$ cat src/rtl/display_arbiter.sv
// Shares one 5x7 column-scan displayer between requesters A and B. Images are
// held for a minimum number of frames and swapped only on frame boundaries.
module display_arbiter #(
    parameter int DATA_WIDTH    = 35,
    parameter int TOTAL_COLUNES = 5,
    parameter int HOLD_FRAMES   = 4,
    parameter int FRAME_CNT_W   = 8
) (
    input  logic                  clk,
    input  logic                  reset,
    input  logic                  req_a,
    input  logic [DATA_WIDTH-1:0] image_a,
    input  logic                  req_b,
    input  logic [DATA_WIDTH-1:0] image_b,
    input  logic                  blank_req,
    output logic                  grant_a,
    output logic                  grant_b,
    output logic [DATA_WIDTH-1:0] image_out,
    output logic                  display_enable,
    output logic                  frame_start,
    output logic                  owner
);

    localparam int COL_W = (TOTAL_COLUNES > 1) ? $clog2(TOTAL_COLUNES) : 1;
    localparam logic [COL_W-1:0]       COL_LAST   = COL_W'(TOTAL_COLUNES - 1);
    localparam logic [FRAME_CNT_W-1:0] HOLD_LAST  = FRAME_CNT_W'(HOLD_FRAMES - 1);
    localparam logic [FRAME_CNT_W-1:0] FRAME_MAX  = {FRAME_CNT_W{1'b1}};

    // IDLE: display off; SHOW: minimum hold running; HOLD: minimum met, waiting
    typedef enum logic [1:0] {
        IDLE = 2'd0,
        SHOW = 2'd1,
        HOLD = 2'd2
    } state_e;

    state_e                  state_q, state_d;
    logic [COL_W-1:0]        col_cnt_q, col_cnt_d;
    logic [FRAME_CNT_W-1:0]  frame_cnt_q, frame_cnt_d;
    logic [DATA_WIDTH-1:0]   image_q, image_d;
    logic                    owner_q, owner_d;
    logic                    last_owner_q, last_owner_d;
    logic                    grant_a_q, grant_a_d;
    logic                    grant_b_q, grant_b_d;

    logic boundary;
    logic any_req;
    logic pick_b;
    logic do_grant;

    assign boundary = (state_q != IDLE) && (col_cnt_q == COL_LAST);
    assign any_req  = req_a | req_b;
    // On a tie the requester that did not own the display last time wins.
    assign pick_b   = req_b & (~req_a | ~last_owner_q);

    always_comb begin
        state_d      = state_q;
        col_cnt_d    = col_cnt_q;
        frame_cnt_d  = frame_cnt_q;
        image_d      = image_q;
        owner_d      = owner_q;
        last_owner_d = last_owner_q;
        grant_a_d    = 1'b0;
        grant_b_d    = 1'b0;
        do_grant     = 1'b0;

        case (state_q)
            IDLE: begin
                col_cnt_d   = '0;
                frame_cnt_d = '0;
                do_grant    = any_req;
            end
            SHOW, HOLD: begin
                col_cnt_d = boundary ? '0 : col_cnt_q + 1'b1;
                if (boundary) begin
                    if (frame_cnt_q != FRAME_MAX) begin
                        frame_cnt_d = frame_cnt_q + 1'b1;
                    end
                    if ((state_q == HOLD) || (frame_cnt_q == HOLD_LAST)) begin
                        if (blank_req) begin
                            state_d = IDLE;
                        end else if (any_req) begin
                            do_grant = 1'b1;
                        end else begin
                            state_d = HOLD;
                        end
                    end
                end
            end
            default: begin
                state_d = IDLE;
            end
        endcase

        if (do_grant) begin
            state_d      = SHOW;
            image_d      = pick_b ? image_b : image_a;
            owner_d      = pick_b;
            last_owner_d = pick_b;
            grant_a_d    = ~pick_b;
            grant_b_d    = pick_b;
            col_cnt_d    = '0;
            frame_cnt_d  = '0;
        end
    end

    always_ff @(posedge clk) begin
        if (!reset) begin
            state_q      <= IDLE;
            col_cnt_q    <= '0;
            frame_cnt_q  <= '0;
            image_q      <= '0;
            owner_q      <= 1'b0;
            last_owner_q <= 1'b1;
            grant_a_q    <= 1'b0;
            grant_b_q    <= 1'b0;
        end else begin
            state_q      <= state_d;
            col_cnt_q    <= col_cnt_d;
            frame_cnt_q  <= frame_cnt_d;
            image_q      <= image_d;
            owner_q      <= owner_d;
            last_owner_q <= last_owner_d;
            grant_a_q    <= grant_a_d;
            grant_b_q    <= grant_b_d;
        end
    end

    assign display_enable = (state_q != IDLE);
    assign frame_start    = display_enable && (col_cnt_q == '0);
    assign image_out      = image_q;
    assign owner          = owner_q;
    assign grant_a        = grant_a_q;
    assign grant_b        = grant_b_q;

endmodule

$ cat config.mk
export PLATFORM = sky130hd
export DESIGN_NAME = display_arbiter
export DESIGN_NICKNAME = d
export VERILOG_FILES = /design/src/rtl/display_arbiter.sv
export SDC_FILE = /design/constraint.sdc
export NUM_CORES = 1
export LEC_CHECK = 0
export CAP_MARGIN = 20
export CORE_UTILIZATION = 47
export CTS_BUF_LIST = sky130_fd_sc_hd__clkbuf_16
export DETAILED_ROUTE_END_ITERATION = 7
export PLACE_DENSITY = 0.95
export RECOVER_POWER = 100
export SLEW_MARGIN = 30
export SYNTH_ARGS = -nofsm -noshare
export SYNTH_HDL_FRONTEND = slang
export SYNTH_SLANG_ARGS = --single-unit
$ cat constraint.sdc
create_clock -name clk -period 3.1 [get_ports clk]
set_input_delay 0.31 -clock clk [delete_from_list [all_inputs] [get_ports clk]]
set_output_delay 0.31 -clock clk [all_outputs]
set_load 0.03 [all_outputs]
* Word-level counts from Yosys, hierarchy flattened
Cells that the tools add are included.
** Storage, ports and cells
- Flip-flop bits (word level) :: 52
- Input bits :: 75
- Output and inout port bits :: 40
- Logic and storage cells :: 62
** Cells by class
- Add/subtract/negate cells :: 2
- Equality and inequality tests :: 13
- Multiplexer cells :: 17
- Bitwise logic cells :: 8
- Reductions and logical operators :: 13
** Operators by type and width (count)
- $mux 35 :: 1
- $mux 8 :: 2
- $pmux 8 s2 :: 1
- $ne 3x3->1 const B :: 3
- $add 8x1->8 const B :: 1
- $eq 8x2->1 const B :: 1
- $mux 2 :: 4
- $ne 2x2->1 const B :: 4
- $ne 8x8->1 const B :: 1
- $reduce_and 4->1 :: 2
- $pmux 3 s2 :: 1
- $mux 1 :: 5
- $not 1->1 :: 5
- $ne 4x4->1 const B :: 1
- $pmux 2 s2 :: 1
- $reduce_bool 2->1 :: 2
- $reduce_or 2->1 :: 2
- $add 3x1->3 const B :: 1
- $eq 3x3->1 const B :: 1
- $logic_not 3->1 :: 1
- $mux 3 :: 1
- $reduce_and 3->1 :: 1
- $eq 2x1->1 const B :: 1
- $eq 2x2->1 const B :: 1
- other kinds (7) :: 9

* Longest topological paths before layout
- Depth after elaboration :: 8
- Gate-level depth with buffers :: 8

* Least setup slack after synthesis
No wires, ideal clock.
- Path type :: flip-flop to output port
- From :: register state_q[0]
- To :: output port frame_start
- Arrival time :: 1449 ps
- Data required time :: 2790 ps
- Path slack :: 1341 ps
- Stages on the path, launching flop included :: 5
- Path buffers :: 1
- Cell sequence :: dfxtp_1 -> inv_1 -> ha_1 -> buf_6 -> nor3b_1
** Between the ends
- Longest elaborated chain between the ends :: 2
** Ends and longest elaborated chain
- start, declared :: line 36 : state_e state_q, state_d;
- start signal, assigned :: line 117 : state_q <= state_d;
- $reduce_bool 2->1 :: line 128 : assign display_enable = (state_q != IDLE);
- $logic_and 1x1->1 :: line 129 : assign frame_start = display_enable && (col_cnt_q == '0);
- end, declared :: line 20 : output logic frame_start,
Every way passes these cells.

* Worst setup path in the final report
- From :: register state_q[1]
- To :: output port frame_start
Same word-level chain as after synthesis.

==> run_results.csv <==
group,metric,value,unit
routing,vias_per_cell,5.30,
floorplan,initial_core_util,0.486,
global_routing,antenna_found_initial,0,
setup_path,rrSetupSlack,740,ps
global_routing,grt_pass1_wl,11700,um
setup_path,cp-end-kind,"output port",
global_routing,grt_pass1_vias,2551,
sta,period_needed,2370,ps
placed_design,dp.final_hpwl,5010,um
setup_path,worstPathMaxFanout,11,
power,power,1.81,mW
synth,post-synth-top-count-cell,"nand2_1",
synth,netlist_top_cells_count,"nand2_1, dfxtp_1, mux2i_1",
sta,fin_ws,731,ps
min_path,worstHoldPathType,"flip-flop to flip-flop",
synth,synth_cells,312,
floorplan,ioPinCount,115,
finish,syn_to_final_growth,44.3,%
min_path,worstHoldStart,"image_out[19]$_SDFFE_PN0P_",
placed_design,placed_cell_area,4000,um^2
global_routing,grt_max_degree,43,
finish,finalNonFillerCells,491,
synth,syn_avg_cell_area,9.18,um^2
setup_path,cp_num_buf_inv,2,
placed_design,place_inst,483,
clock_network,clkLatencyLatePin,290,ps
run_status,outcome,"finished clean",
sta,report.final.slew_viol_count,0,
power,irDropWorstVdd,0.000239,V
synth,ys_warn_count,0,
finish,nets,496,
run,maxCapViolations,0,
clock_network,numCtsBuffers,5,
setup_path,crit_path_start_kind,"flip-flop",
power,leakage,1.73,nW
floorplan,row_count,28,
floorplan,die_w,80.0,um
sta,relSlewSlack,0.465,
sta,post-route-period-util,0.764,
clock_network,clock-sinks,52,
synth,yosysUniqueCellTypes,47,
setup_path,worst-path-stages,4,
setup_path,r2r-end,"frame_cnt_q[5]$_SDFFE_PP0P_",
routing,drt_iter0_drc,203,
min_path,hold_depth,2,
sta,hold_ws,457,ps
synth,synth_top_area_frac,0.364,
synth,synth_edf_count,0,
synth,synth_area,2860,um^2
floorplan,coreArea,5890,um^2
placed_design,place.gp.congestion,0.891,
setup_path,crit_path_top_delay_cell,"dlygate4sd3_1",
finish,final_util,0.702,
routing,drt-pass1-iter-count,4,
sta,tightest_slew,799,ps
clock_network,cts.clk_slew.worst_paths,70,ps
clock_network,postCtsHoldBufs,0,
synth,ys_seq_area_frac,0.364,
setup_path,cp.required,2790,ps
setup_path,rr_worst_depth,6,
setup_path,critPathArrivalTime,2060,ps
routing,route.vias.total,2604,
setup_path,critPathKind,"flip-flop to output port",
finish,design_area,4130,um^2
finish,multi_input_area,1630,um^2
clock_network,cts_resized,0,
floorplan,die_y,80.0,um
synth,synthArstFlopShare,0,
setup_path,cp_top_family,"buffers and inverters",
synth,ys_seq_elements,52,
routing,ant_nets,0,
finish,diodes,0,
power,power_density,438,nW/um^2
min_path,whs_endpoint,"image_out[19]$_SDFFE_PN0P_",
setup_path,slowest_delay,760,ps
global_routing,grt.overflow.total,0,
sta,final.setup.tns,0,ps
clock_network,htreeDepth,2,
finish,fillCellCount,457,
clock_network,root_buffer,"clkbuf_16",
sta,finalClockSkew,5.07,ps
clock_network,cts_setup_buffers,0,
synth,yosysTopAreaCell,"dfxtp_1",
routing,drc,0,
routing,wl_per_cell,14.5,um
sta,max_freq,0.422,GHz
setup_path,crit_path_cell_trace,"inv_1, ha_1, nor3b_1, dlygate4sd3_1",
floorplan,fp.dieArea,6410,um^2
routing,routed_wl,7120,um
global_routing,track_usage,0.230,
synth,ys_top_cells_by_area,"dfxtp_1, mux2_2, mux2i_1",
placed_design,io_buffers,114,
sta,setup_viol,0,
clock_network,tritoncts,"done",
finish,seqCellArea,1040,um^2
sta,rsz0062_at_grt,"no",
placed_design,dp_slack,775,ps
sta,finalHoldViolCount,0,
synth,synth_nets,393,
setup_path,timing.rr.start,"state_q[1]$_SDFFE_PP0P_",
finish,layout-drive-gt1-share,0.139,
synth,ys.flop_type,"dfxtp_1",
clock_network,clockBufferDepth,2,
==> how the worst max path moves through the flow <==
stage	startpoint	endpoint	slack, ps
after floorplan	state_q[0]$_SDFFE_PN0P_	frame_start	1340
after global placement	req_b	image_out[12]$_SDFFE_PN0P_	850
after detailed placement	req_b	image_out[26]$_SDFFE_PN0P_	770
after CTS	state_q[1]$_SDFFE_PP0P_	frame_start	780
after global routing	state_q[0]$_SDFFE_PN0P_	frame_cnt_q[5]$_SDFFE_PP0P_	640
final	state_q[1]$_SDFFE_PP0P_	frame_start	730
==> flip-flops by register name (all words and copies together) (netlist names) <==
name	cells
image_out	35
frame_cnt_q	8
col_cnt_q	3
state_q	2
grant_a	1
grant_b	1
last_owner_q	1
owner	1
==> per-layer routing <==
metal	vias up	track usage	wire, um
met1	1200	0.263	2860
li1	1283	-	-
met2	104	0.420	3720
met5	-	0	0
met4	0	0.0821	159
met3	17	0.0457	376
==> cells by family (layout without fill, tap and decap cells) <==
family,count (synthesis),in the layout,synth area share
AND/OR/NAND/NOR,121,121,0.201
AO/OA/AOI/OAI,30,30,0.0721
flip-flops,52,52,0.364
buffers and inverters,30,134,0.0669
multiplexers,73,73,0.271
adder cells (fa/ha/maj),6,6,0.0262
==> placed cells by master (no fill, tap or decap), types with 4 or more instances in the layout <==
cell | netlist | final
nand2_1 | 82 | 82
clkdlybuf4s50_1 | 0 | 73
dfxtp_1 | 52 | 52
dlygate4sd3_1 | 0 | 40
mux2i_1 | 38 | 38
mux2_2 | 35 | 35
inv_1 | 8 | 8
a21oi_1 | 7 | 7
ha_1 | 6 | 6
o21ai_0 | 5 | 5
nor3_1 | 5 | 5
nor4_1 | 5 | 5
clkbuf_16 | 0 | 5
nor2_1 | 4 | 4
o211ai_1 | 3 | 4
==> worst min-delay path: cells and delay by family (launching register included) <==
family,cells,cell delay (ps)
mux,1,60
flops,1,310
simple gates,1,50
==> layout make-up <==
| cell class | instances | area share |
|---|---|---|
| multi-input cells | 230 | 0.395 |
| repair buffers | 118 | 0.288 |
| inverters | 8 | 0.00727 |
| flip-flops and latches | 52 | 0.252 |
| well taps | 75 | 0.0227 |
| clock buffers | 5 | 0.0303 |
| clock inverters | 3 | 0.00424 |
==> where the power goes <==
| group | total, mW | internal (mW) | switching, mW |
|---|---|---|---|
| logic | 0.517 | 0.258 | 0.259 |
| registers | 0.746 | 0.720 | 0.0265 |
| clock network | 0.545 | 0.298 | 0.247 |
| total | 1.81 | 1.28 | 0.532 |
(Power assumes the default switching activity.)
